### src/rtl/oscilloscope_pkg.sv
// Shared types and constants for the oscilloscope acquisition path.
// Holds the sequencer state encoding, the run-mode codes and the modulo address helper.
package oscilloscope_pkg;

  localparam int ADDR_W = 10;

  typedef enum logic [2:0] {
    S_IDLE    = 3'd0,
    S_PRETRIG = 3'd1,
    S_ARMED   = 3'd2,
    S_CAPTURE = 3'd3,
    S_DONE    = 3'd4,
    S_HOLDOFF = 3'd5
  } acq_state_e;

  localparam logic [1:0] MODE_NORMAL = 2'b00;
  localparam logic [1:0] MODE_AUTO   = 2'b01;
  localparam logic [1:0] MODE_SINGLE = 2'b10;
  localparam logic [1:0] MODE_STOP   = 2'b11;

  // (addr - off) mod depth; depth need not be a power of two, so wrap explicitly.
  function automatic logic [ADDR_W-1:0] addr_sub_mod(input logic [ADDR_W-1:0] addr,
                                                     input int off, input int depth);
    int a;
    int r;
    a = int'(addr);
    if (a >= off) begin
      r = a - off;
    end else begin
      r = a + depth - off;
    end
    return ADDR_W'(r);
  endfunction

endpackage

### src/rtl/ring_addr_counter.sv
// Modulo-DEPTH address pointer with enable and synchronous clear.
// The wrap is an explicit compare so non-power-of-two depths work.
module ring_addr_counter
  import oscilloscope_pkg::*;
#(
  parameter int DEPTH = 640,
  parameter int W     = ADDR_W
) (
  input  logic         clk,
  input  logic         rst,
  input  logic         clr,
  input  logic         en,
  output logic [W-1:0] ptr
);

  localparam logic [W-1:0] LAST = W'(DEPTH - 1);

  logic [W-1:0] ptr_q;
  logic [W-1:0] ptr_d;

  // next pointer: clear wins over advance
  always_comb begin
    ptr_d = ptr_q;
    if (clr) begin
      ptr_d = {W{1'b0}};
    end else if (en) begin
      if (ptr_q == LAST) begin
        ptr_d = {W{1'b0}};
      end else begin
        ptr_d = ptr_q + W'(1);
      end
    end else begin
      ptr_d = ptr_q;
    end
  end

  // pointer register
  always_ff @(posedge clk) begin
    if (rst) begin
      ptr_q <= {W{1'b0}};
    end else begin
      ptr_q <= ptr_d;
    end
  end

  assign ptr = ptr_q;

endmodule

### src/rtl/acq_sequencer.sv
// Acquisition sequencer: pre-trigger fill, arming, post-trigger capture and display holdoff.
// Drives the capture memory write port and publishes the trigger-aligned read base.
module acq_sequencer
  import oscilloscope_pkg::*;
#(
  parameter int DEPTH          = 640,
  parameter int PRETRIG        = 64,
  parameter int AUTO_TIMEOUT   = 4096,
  parameter int HOLDOFF_FRAMES = 1
) (
  input  logic              clk,
  input  logic              rst,
  input  logic              sample_tick,
  input  logic              trigger,
  input  logic              frame_start,
  input  logic [1:0]        run_mode,
  input  logic              single_arm,
  output logic              wren,
  output logic [ADDR_W-1:0] wraddress,
  output logic              rst_trig,
  output logic [ADDR_W-1:0] rd_base,
  output logic              capture_done,
  output logic              busy
);

  localparam int POST_LEN = DEPTH - PRETRIG;
  localparam int PRE_W    = $clog2(PRETRIG + 1);
  localparam int POST_W   = $clog2(DEPTH + 1);
  localparam int TO_W     = $clog2(AUTO_TIMEOUT + 1);
  localparam int HO_W     = $clog2(HOLDOFF_FRAMES + 1);

  localparam logic [PRE_W-1:0]  PRE_LAST  = PRE_W'(PRETRIG - 1);
  localparam logic [POST_W-1:0] POST_LAST = POST_W'(POST_LEN - 1);
  localparam logic [TO_W-1:0]   TO_MAX    = TO_W'(AUTO_TIMEOUT);
  localparam logic [HO_W-1:0]   HO_LAST   = HO_W'(HOLDOFF_FRAMES - 1);

  acq_state_e        state_q, state_d;
  logic [PRE_W-1:0]  pre_cnt_q, pre_cnt_d;
  logic [POST_W-1:0] post_cnt_q, post_cnt_d;
  logic [TO_W-1:0]   to_cnt_q, to_cnt_d;
  logic [HO_W-1:0]   ho_cnt_q, ho_cnt_d;
  logic [ADDR_W-1:0] trig_addr_q, trig_addr_d;
  logic [ADDR_W-1:0] rd_base_q, rd_base_d;
  logic              rst_trig_q, rst_trig_d;
  logic              capture_done_q, capture_done_d;
  logic              busy_q, busy_d;
  logic [ADDR_W-1:0] wr_ptr;
  logic              timeout_hit;

  ring_addr_counter #(
    .DEPTH(DEPTH),
    .W    (ADDR_W)
  ) u_wr_ptr (
    .clk(clk),
    .rst(rst),
    .clr(1'b0),
    .en (wren),
    .ptr(wr_ptr)
  );

  assign wren = sample_tick &&
                ((state_q == S_PRETRIG) || (state_q == S_ARMED) || (state_q == S_CAPTURE));
  assign wraddress   = wr_ptr;
  assign timeout_hit = (run_mode == MODE_AUTO) && (to_cnt_q == TO_MAX);

  // next state, phase counters and registered output values
  always_comb begin
    state_d     = state_q;
    pre_cnt_d   = {PRE_W{1'b0}};
    post_cnt_d  = {POST_W{1'b0}};
    to_cnt_d    = {TO_W{1'b0}};
    ho_cnt_d    = {HO_W{1'b0}};
    trig_addr_d = trig_addr_q;
    case (state_q)
      S_IDLE: begin
        if ((run_mode == MODE_NORMAL) || (run_mode == MODE_AUTO)) begin
          state_d = S_PRETRIG;
        end else if ((run_mode == MODE_SINGLE) && single_arm) begin
          state_d = S_PRETRIG;
        end else begin
          state_d = S_IDLE;
        end
      end
      S_PRETRIG: begin
        if (run_mode == MODE_STOP) begin
          state_d = S_IDLE;
        end else if (sample_tick) begin
          if (pre_cnt_q == PRE_LAST) begin
            state_d = S_ARMED;
          end else begin
            pre_cnt_d = pre_cnt_q + PRE_W'(1);
          end
        end else begin
          pre_cnt_d = pre_cnt_q;
        end
      end
      S_ARMED: begin
        if (run_mode == MODE_STOP) begin
          state_d = S_IDLE;
        end else if (trigger || timeout_hit) begin
          // a tick on the trigger cycle is the first post-trigger sample
          trig_addr_d = wr_ptr;
          if (sample_tick) begin
            post_cnt_d = POST_W'(1);
            if (POST_LEN == 1) begin
              state_d = S_DONE;
            end else begin
              state_d = S_CAPTURE;
            end
          end else begin
            state_d = S_CAPTURE;
          end
        end else if ((run_mode == MODE_AUTO) && sample_tick) begin
          to_cnt_d = to_cnt_q + TO_W'(1);
        end else begin
          to_cnt_d = to_cnt_q;
        end
      end
      S_CAPTURE: begin
        if (sample_tick) begin
          if (post_cnt_q == POST_LAST) begin
            state_d = S_DONE;
          end else begin
            post_cnt_d = post_cnt_q + POST_W'(1);
          end
        end else begin
          post_cnt_d = post_cnt_q;
        end
      end
      S_DONE: begin
        state_d = S_HOLDOFF;
      end
      S_HOLDOFF: begin
        if (frame_start) begin
          if (ho_cnt_q == HO_LAST) begin
            if ((run_mode == MODE_SINGLE) || (run_mode == MODE_STOP)) begin
              state_d = S_IDLE;
            end else begin
              state_d = S_PRETRIG;
            end
          end else begin
            ho_cnt_d = ho_cnt_q + HO_W'(1);
          end
        end else begin
          ho_cnt_d = ho_cnt_q;
        end
      end
      default: begin
        state_d = S_IDLE;
      end
    endcase

    rst_trig_d     = (state_d == S_ARMED) && (state_q != S_ARMED);
    capture_done_d = (state_d == S_DONE);
    busy_d         = (state_d != S_IDLE);
    if (state_d == S_DONE) begin
      rd_base_d = addr_sub_mod(trig_addr_d, PRETRIG, DEPTH);
    end else begin
      rd_base_d = rd_base_q;
    end
  end

  // state, counters and registered outputs
  always_ff @(posedge clk) begin
    if (rst) begin
      state_q        <= S_IDLE;
      pre_cnt_q      <= {PRE_W{1'b0}};
      post_cnt_q     <= {POST_W{1'b0}};
      to_cnt_q       <= {TO_W{1'b0}};
      ho_cnt_q       <= {HO_W{1'b0}};
      trig_addr_q    <= {ADDR_W{1'b0}};
      rd_base_q      <= {ADDR_W{1'b0}};
      rst_trig_q     <= 1'b0;
      capture_done_q <= 1'b0;
      busy_q         <= 1'b0;
    end else begin
      state_q        <= state_d;
      pre_cnt_q      <= pre_cnt_d;
      post_cnt_q     <= post_cnt_d;
      to_cnt_q       <= to_cnt_d;
      ho_cnt_q       <= ho_cnt_d;
      trig_addr_q    <= trig_addr_d;
      rd_base_q      <= rd_base_d;
      rst_trig_q     <= rst_trig_d;
      capture_done_q <= capture_done_d;
      busy_q         <= busy_d;
    end
  end

  assign rst_trig     = rst_trig_q;
  assign rd_base      = rd_base_q;
  assign capture_done = capture_done_q;
  assign busy         = busy_q;

endmodule

### config.mk
export PLATFORM = sky130hd
export DESIGN_NAME = acq_sequencer
export DESIGN_NICKNAME = d
export VERILOG_FILES = /design/src/rtl/oscilloscope_pkg.sv /design/src/rtl/ring_addr_counter.sv /design/src/rtl/acq_sequencer.sv
export SDC_FILE = /design/constraint.sdc
export NUM_CORES = 1
export LEC_CHECK = 0
export CAP_MARGIN = 20
export CORE_UTILIZATION = 45
export CTS_CLUSTER_SIZE = 40
export DETAILED_ROUTE_END_ITERATION = 16
export MAX_ROUTING_LAYER = met4
export PLACE_DENSITY = 0.78
export SETUP_SLACK_MARGIN = 0.05
export SYNTH_ARGS = -nofsm -noshare
export SYNTH_HDL_FRONTEND = slang
export SYNTH_SLANG_ARGS = --single-unit
export TNS_END_PERCENT = 10
### constraint.sdc
create_clock -name clk -period 3.1 [get_ports clk]
set_clock_uncertainty 0.2 [all_clocks]
set_input_delay 0.31 -clock clk [delete_from_list [all_inputs] [get_ports clk]]
set_output_delay 0.31 -clock clk [all_outputs]
set_load 0.005 [all_outputs]
==> results of run 1 <==
## what timing repair did
action | CTS | global route
gates resized for setup | 2 | 14
setup buffers | 1 | 4
pin swaps | 1 | 8
setup endpoints to repair | 2 | 3
endpoints found under the hold margin | 0 | 0
## layer usage
metal  up-vias  GRT usage, %  share of wire, %
met5         -             -                 0
met4         0          6.82               1.0
met3         8          4.38               3.8
met2        63          34.3                49
met1      1317          24.8                47
li1       1397             -                 -
## worst min-delay path: cells and delay by family, from the launching register on
kind,cells,cell delay [ps]
DFF,1,320
AOI/OAI and AO/OA,2,130
## power breakdown
part	internal (W)	leakage [nW]	total [W]	switching [W]
Sequential	0.000852	0.533	0.000857	0.00000470
Combinational	0.0000380	0.814	0.0000785	0.0000405
Clock	0.000346	0.0903	0.000650	0.000304
## layout by cell type (no fill, tap or decap), types with 3 or more instances in the layout
cell and instances:
a211oi_1 4, a211oi_2 4, a21oi_1 16, and3_1 7, buf_4 35, clkbuf_8 12, clkdlybuf4s50_1 31, dfxtp_1 64
ha_1 6, inv_1 6, mux2i_1 7, nand2_1 23, nand2b_1 7, nand3_1 7, nand3b_1 3, nand4_1 7
nand4b_1 3, nor2_1 67, nor2b_1 6, nor3_1 17, nor3b_1 3, o21ai_0 8, or3_1 3, xnor2_1 21
xor2_1 11
## area by class of cell
| type | count | share of cell area, % |
|---|---|---|
| inverters | 8 | 0.739 |
| flip-flops and latches | 66 | 32.6 |
| clock inverters | 2 | 0.308 |
| well taps | 96 | 2.95 |
| repair buffers | 66 | 14.1 |
| multi-input cells | 275 | 45.3 |
| clock buffers | 12 | 4.06 |
## kinds of logic after synthesis
group                      count (synthesis)  share of synthesized area, %
DFF                                       66                          41.3
AOI/OAI and AO/OA                         56                          13.1
and+or+nand+nor                          169                          27.1
xor gates and xnor gates                  32                          8.77
muxes                                     10                          3.17
buffers and inverters                     22                          3.44
adders and majority gates                  8                          3.13
## flip-flops by register name, indices dropped and copies added, names as in the netlist
register	flops
busy	1
capture_done	1
post_cnt_q	10
pre_cnt_q	7
rd_base	10
rst_trig	1
state_q	3
to_cnt_q	13
trig_addr_q	10
u_wr_ptr.ptr	10
## metrics by stage
step                setup WS, ps  util [%]  cell area [µm²]  TNS [ps]
finish                       120      59.5             4070         0
global route               -30.6      59.5             4070     -30.6
CTS                         66.2      58.3             3980         0
detailed placement          -217      55.4             3780      -402
global placement            -114      55.4             3780      -164
floorplan                   69.5         -             3210         0
## how the worst max path moves through the flow
| stage | startpoint | to | slack (ps) | depth (start not counted) |
|---|---|---|---|---|
| floorplan | state_q[1]$_SDFF_PP0_ | rd_base[9]$_SDFFE_PP0N_ | 70 | 11 |
| global placement | run_mode[0] | rd_base[9]$_SDFFE_PP0N_ | -110 | 12 |
| detailed placement | run_mode[0] | rd_base[9]$_SDFFE_PP0N_ | -220 | 12 |
| CTS | to_cnt_q[3]$_SDFFE_PP0P_ | rd_base[9]$_SDFFE_PP0N_ | 70 | 12 |
| global route | to_cnt_q[0]$_SDFFE_PP0P_ | rd_base[9]$_SDFFE_PP0N_ | -30 | 13 |
| finish | to_cnt_q[0]$_SDFFE_PP0P_ | rd_base[9]$_SDFFE_PP0N_ | 120 | 13 |
==> reports/qor.txt, run 1 <==
drt drc: 0
average vias per placed instance: 5.30
register area share after synthesis: 41.3%
clock sinks: 66
# setup viols final: 0
# IOs: 32
Mapped Avg Cell Area: 8.81 µm²
Critical Path End Type: flop
clock buffer depth: 2
Setup crit start kind: flop
Crit path max-delay family: compound AO/OA/AOI/OAI gates
crit path cell chain: inv_2 > ha_4 > nor4b_4 > a41oi_4 > nor2_4 > mux2i_2 > inv_1 > ha_2 > nor4b_4 > a211o_1 > nor3_2 > o21ai_1 > a311oi_2
final net count: 442
Area Growth Syn to Fin: 27.2%
Final ANT Viol Nets: 0
worst r2r src: to_cnt_q[0]$_SDFFE_PP0P_
vias in the first global route: 2654
Synthesized Nets: 379
Worst EP required: 3150 ps
Core ar.: 6830 µm²
multi-input combinational cell area: 1840 µm²
worst hold path type: flop to flop
Starting Density: 46.8%
TritonCTS buffer count: 9
share of layout cells above drive strength 1: 17.5%
die width: 86.3 µm
Synth Cell Area: 3200 µm²
H-tree depth: 3
drt first pass iters: 4
drt wl/cell: 13.9 µm
Power Density: 390 nW/µm²
RePlAce Congestion: 0.844
die area: 7450 µm²
MaxCap Viol Count: 0
largest net degree at the start of global routing: 24
n_diodes: 0
HP Start: post_cnt_q[9]$_SDFFE_PP0P_
fraction of registers with async set/reset: 0%
first-pass GRT wire length: 11800 µm
CTS tree: yes
Min Hold Slack: 290 ps
post-synth cell types: 57
DRT iter0 DRCs: 155
num rows: 30
I/O Buffers: 31
grt total ovfl: 0
Clock Latency Late Sink: 330 ps
Reg area: 1320 µm²
post-synth top area share: 41.3%
DP Cell Count: 506
Worst Path Max Fanout: 3
Synth Instances: 363
DP HPWL: 5150 µm
CP peak stage delay: 330 ps
reg2reg setup slack: 120 ps
FILL cells: 592
Worst-path clk slew: 70 ps
WHS Path Cells: 2
period utilization: 96.1%
status: finished, final reports clean
most frequent cells after synthesis: nor2_1 (67), dfxtp_1 (66), nand2_1 (23)
most numerous cell in the Yosys netlist: nor2_1
Post-synth EDFFs: 0
flops & latches, synth: 66
cts hold-fix bufs: 0
via count: 2785
Chip Height: 86.3 µm
fin crit period: 2980 ps
VDD IR max: 181 µV
Buf+Inv Stages, Crit Path: 2
GRT Overall Usage: 20.6%
top cells by area, synth: dfxtp_1 (41%), nor2_1 (7.9%), xnor2_1 (5.8%)
actual slew at the worst max-slew pin: 622 ps
Leak Pwr: 1.44 nW
Synth Warn #: 0
Pwr Total: 0.00159 W
DRT Wirelength: 7320 µm
Slew Viols, Final: 0
initial antenna violation count: 0
Fin. Hold Viols: 0
Synth Flop Type: dfxtp_1
Non-Filler Instances: 525
Relative slew margins: 57.9%
Worst path slowest cell: dfxtp_2
cell mode on critical path: nor4b_4
FF-to-FF path depth: 13
worst path arrival time: 3030 ps
Critical R2R Capture: rd_base[9]$_SDFFE_PP0N_
cell taking the most area after synthesis: dfxtp_1
critical path class: flop to flop
Max Freq: 0.336 GHz
unrepaired setup endpoints after global routing: yes
Min-Delay Endpoint: post_cnt_q[9]$_SDFFE_PP0P_
CTS root buffer: clkbuf_8
Power figures use the tool's default switching activity.
==> run 2: changes to the inputs <==
--- a/config.mk
+++ b/config.mk
@@ -14,5 +14,6 @@
 export SETUP_SLACK_MARGIN = 0.05
 export SYNTH_ARGS = -nofsm -noshare
 export SYNTH_HDL_FRONTEND = slang
+export SYNTH_HIERARCHICAL = 1
 export SYNTH_SLANG_ARGS = --single-unit
 export TNS_END_PERCENT = 10
==> reports/qor.txt, run 2 <==
status: finished, final reports clean (unchanged)
critical path class: flop to flop (unchanged)
most frequent cells after synthesis: dfxtp_1 (66), nor2_1 (60), nand2_1 (29) (was nor2_1 (67), dfxtp_1 (66), nand2_1 (23))
Biggest register: to_cnt_q (unchanged)
I/O Buffers: 31 (unchanged)
Synth Cell Area: 3260 µm² (was 3200 µm²)
Clock Latency Late Sink: 340 ps (was 330 ps)
Setup crit start kind: flop (unchanged)
Core ar.: 6910 µm² (was 6830 µm²)
die area: 7580 µm² (was 7450 µm²)
Critical Path End Type: flop (unchanged)
register area share after synthesis: 40.6% (was 41.3%)
average vias per placed instance: 5.22 (was 5.30)
drt drc: 0 (unchanged)
n_diodes: 0 (unchanged)
worst r2r src: to_cnt_q[1]$_SDFFE_PP0P_ (was to_cnt_q[0]$_SDFFE_PP0P_)
clock sinks: 66 (unchanged)
Worst EP required: 3110 ps (was 3150 ps)
share of layout cells above drive strength 1: 15.0% (was 17.5%)
crit path capture: rd_base[9]$_SDFFE_PP0N_ (unchanged)
DP Cell Count: 498 (was 506)
Chip Height: 87.1 µm (was 86.3 µm)
cell taking the most area after synthesis: dfxtp_1 (unchanged)
die width: 87.1 µm (was 86.3 µm)
DP HPWL: 4990 µm (was 5150 µm)
fraction of registers with async set/reset: 0% (unchanged)
WHS Path Cells: 2 (unchanged)
Power Density: 409 nW/µm² (was 390 nW/µm²)
leading cell type in the layout, fill and taps excluded: dfxtp_1 (was nor2_1)
Fin Setup TNS: 0 ps (unchanged)
Synth Warn #: 6 (was 0)
Slew Viols, Final: 0 (unchanged)
Starting Density: 47.2% (was 46.8%)
vias in the first global route: 2618 (was 2654)
period utilization: 95.8% (was 96.1%)
Leak Pwr: 1.45 nW (was 1.44 nW)
top cells by area, synth: dfxtp_1 (41%), nor2_1 (6.9%), xor2_1 (4.8%) (was dfxtp_1 (41%), nor2_1 (7.9%), xnor2_1 (5.8%))
post-synth cell types: 60 (was 57)
first-pass GRT wire length: 11800 µm (unchanged)
largest net degree at the start of global routing: 22 (was 24)
adder-cell share of the synthesized area: 3.07% (was 3.13%)
GRT Overall Usage: 20.4% (was 20.6%)
worst path arrival time: 2980 ps (was 3030 ps)
via count: 2696 (was 2785)
Mapped Avg Cell Area: 8.95 µm² (was 8.81 µm²)
mux cell area share after synthesis: 4.80% (was 3.17%)
post-synthesis compound-gate area fraction: 10.3% (was 13.1%)
Synth Flop Type: dfxtp_1 (unchanged)
Non-Filler Instances: 516 (was 525)
dpl cell area: 3800 µm² (was 3780 µm²)
RePlAce Congestion: 0.843 (was 0.844)
Post-synth EDFFs: 0 (unchanged)
post-synth top area share: 40.6% (was 41.3%)
H-tree depth: 3 (unchanged)
num rows: 30 (unchanged)
VDD IR max: 254 µV (was 181 µV)
cts hold-fix bufs: 0 (unchanged)
DRT iter0 DRCs: 143 (was 155)
fin area: 4060 µm² (was 4070 µm²)
fin crit period: 2970 ps (was 2980 ps)
# setup viols final: 0 (unchanged)
Area Growth Syn to Fin: 24.6% (was 27.2%)
Synth Area in XOR/XNOR: 7.53% (was 8.77%)
Fin. Hold Viols: 0 (unchanged)
grt total ovfl: 0 (unchanged)
DRT Wirelength: 6840 µm (was 7320 µm)
drt first pass iters: 4 (unchanged)
unrepaired setup endpoints after global routing: yes (unchanged)
Final ANT Viol Nets: 0 (unchanged)
Worst-path clk slew: 70 ps (about the same)
FF-to-FF path depth: 12 (was 13)
reg2reg setup slack: 130 ps (was 120 ps)
Critical R2R Capture: rd_base[9]$_SDFFE_PP0N_ (unchanged)
Max Freq: 0.337 GHz (was 0.336 GHz)
CTS root buffer: clkbuf_8 (unchanged)
TritonCTS buffer count: 9 (unchanged)
commonest cells after routing, fill and taps aside: dfxtp_1 (64), nor2_1 (60), clkdlybuf4s50_1 (31), nand2_1 (29), xor2_1 (18) (was nor2_1 (67), dfxtp_1 (64), buf_4 (35), clkdlybuf4s50_1 (31), nand2_1 (23))
Worst Path Max Fanout: 4 (was 3)
Worst Setup SP: to_cnt_q[1]$_SDFFE_PP0P_ (was to_cnt_q[0]$_SDFFE_PP0P_)
Synth Instances: 364 (was 363)
flops & latches, synth: 66 (unchanged)
MaxCap Viol Count: 0 (unchanged)
Synth Area in Simple Gates: 30.8% (was 27.1%)
# IOs: 32 (unchanged)
main combinational cell family by area after synthesis: simple AND/OR/NAND/NOR gates (unchanged)
most numerous cell in the Yosys netlist: dfxtp_1 (was nor2_1)
clock buffer depth: 2 (unchanged)
Largest register FFs: 13 (unchanged)
drt wl/cell: 13.2 µm (was 13.9 µm)
Min Hold Slack: 263 ps (was 290 ps)
initial antenna violation count: 0 (unchanged)
final net count: 432 (was 442)
worst hold path type: flop to flop (unchanged)
CTS tree: yes (unchanged)
==> run 2: cell families (layout without fill, tap and decap cells) <==
kind of cell | Yosys count | in the layout
xor+xnor | 28 | 28
mux | 15 | 15
simple gates | 179 | 179
fa+ha+maj | 8 | 8
buf+inv | 20 | 73
compound gates | 47 | 47
flops | 66 | 66
other cells | 1 | 4
==> run 2: worst min-delay path by stage <==
stage / startpoint / endpoint / slack (ps)
floorplan: rst / u_wr_ptr/ptr[6]$_SDFFE_PP0P_ / 180
global placement: pre_cnt_q[6]$_SDFFE_PP0P_ / pre_cnt_q[6]$_SDFFE_PP0P_ / 240
detailed placement: pre_cnt_q[6]$_SDFFE_PP0P_ / pre_cnt_q[6]$_SDFFE_PP0P_ / 250
CTS: pre_cnt_q[6]$_SDFFE_PP0P_ / pre_cnt_q[6]$_SDFFE_PP0P_ / 260
global route: pre_cnt_q[6]$_SDFFE_PP0P_ / pre_cnt_q[6]$_SDFFE_PP0P_ / 280
finish: rd_base[6]$_SDFFE_PP0N_ / rd_base[6]$_SDFFE_PP0N_ / 260
==> run 2: area by class of cell <==
class / count / area, µm²
clock buffers: 13 / 169
inverters: 10 / 40.0
fillers: 618 / 2850
multi-input cells: 281 / 1930
clock inverters: 2 / 35.0
repair buffers: 48 / 438
well taps: 96 / 120
flip-flops and latches: 66 / 1320
==> run 2: metrics by stage <==
step / util (%) / total power (W) / setup WS [ps]
after floorplan: - / 0.000909 / 87.5
after global placement: 55.1 / 0.000939 / -29.2
after detailed placement: 55.1 / 0.000940 / -122
after CTS: 58.0 / 0.00168 / 70.4
after global routing: 58.8 / 0.00173 / -24.1
final: 58.8 / 0.00166 / 130
==> run 2: where the power goes <==
part / internal (W) / switching (W) / leakage (nW)
Sequential: 0.000851 / 0.00000438 / 0.533
Clock: 0.000432 / 0.000307 / 0.106
Combinational: 0.0000324 / 0.0000341 / 0.816
==> run 2: what timing repair did <==
action / 4_1_cts / 5_1_grt
endpoints found under the setup margin: 0 / 2
setup buffers: 0 / 3
gates resized for setup: 0 / 8
==> run 2: metal layers <==
metal,up-vias,share of wire [%],wire (µm),track usage (%)
met3,4,5.0,343,5.21
met5,-,0,0,-
met1,1274,47,3190,24.5
li1,1365,-,-,-
met2,53,47,3230,33.0
met4,0,1.1,72,7.60
==> run 2: critical path, stage by stage, from the launching register on <==
cell and delay (ps):
dfxtp_2 330, inv_2 70, ha_4 130, nor4b_4 220, a41oi_4 190, nor2_8 170, mux2i_4 250, ha_2 210
nor4b_4 240, a21oi_2 100, mux2_4 290, a2111oi_4 360, nor3_2 80
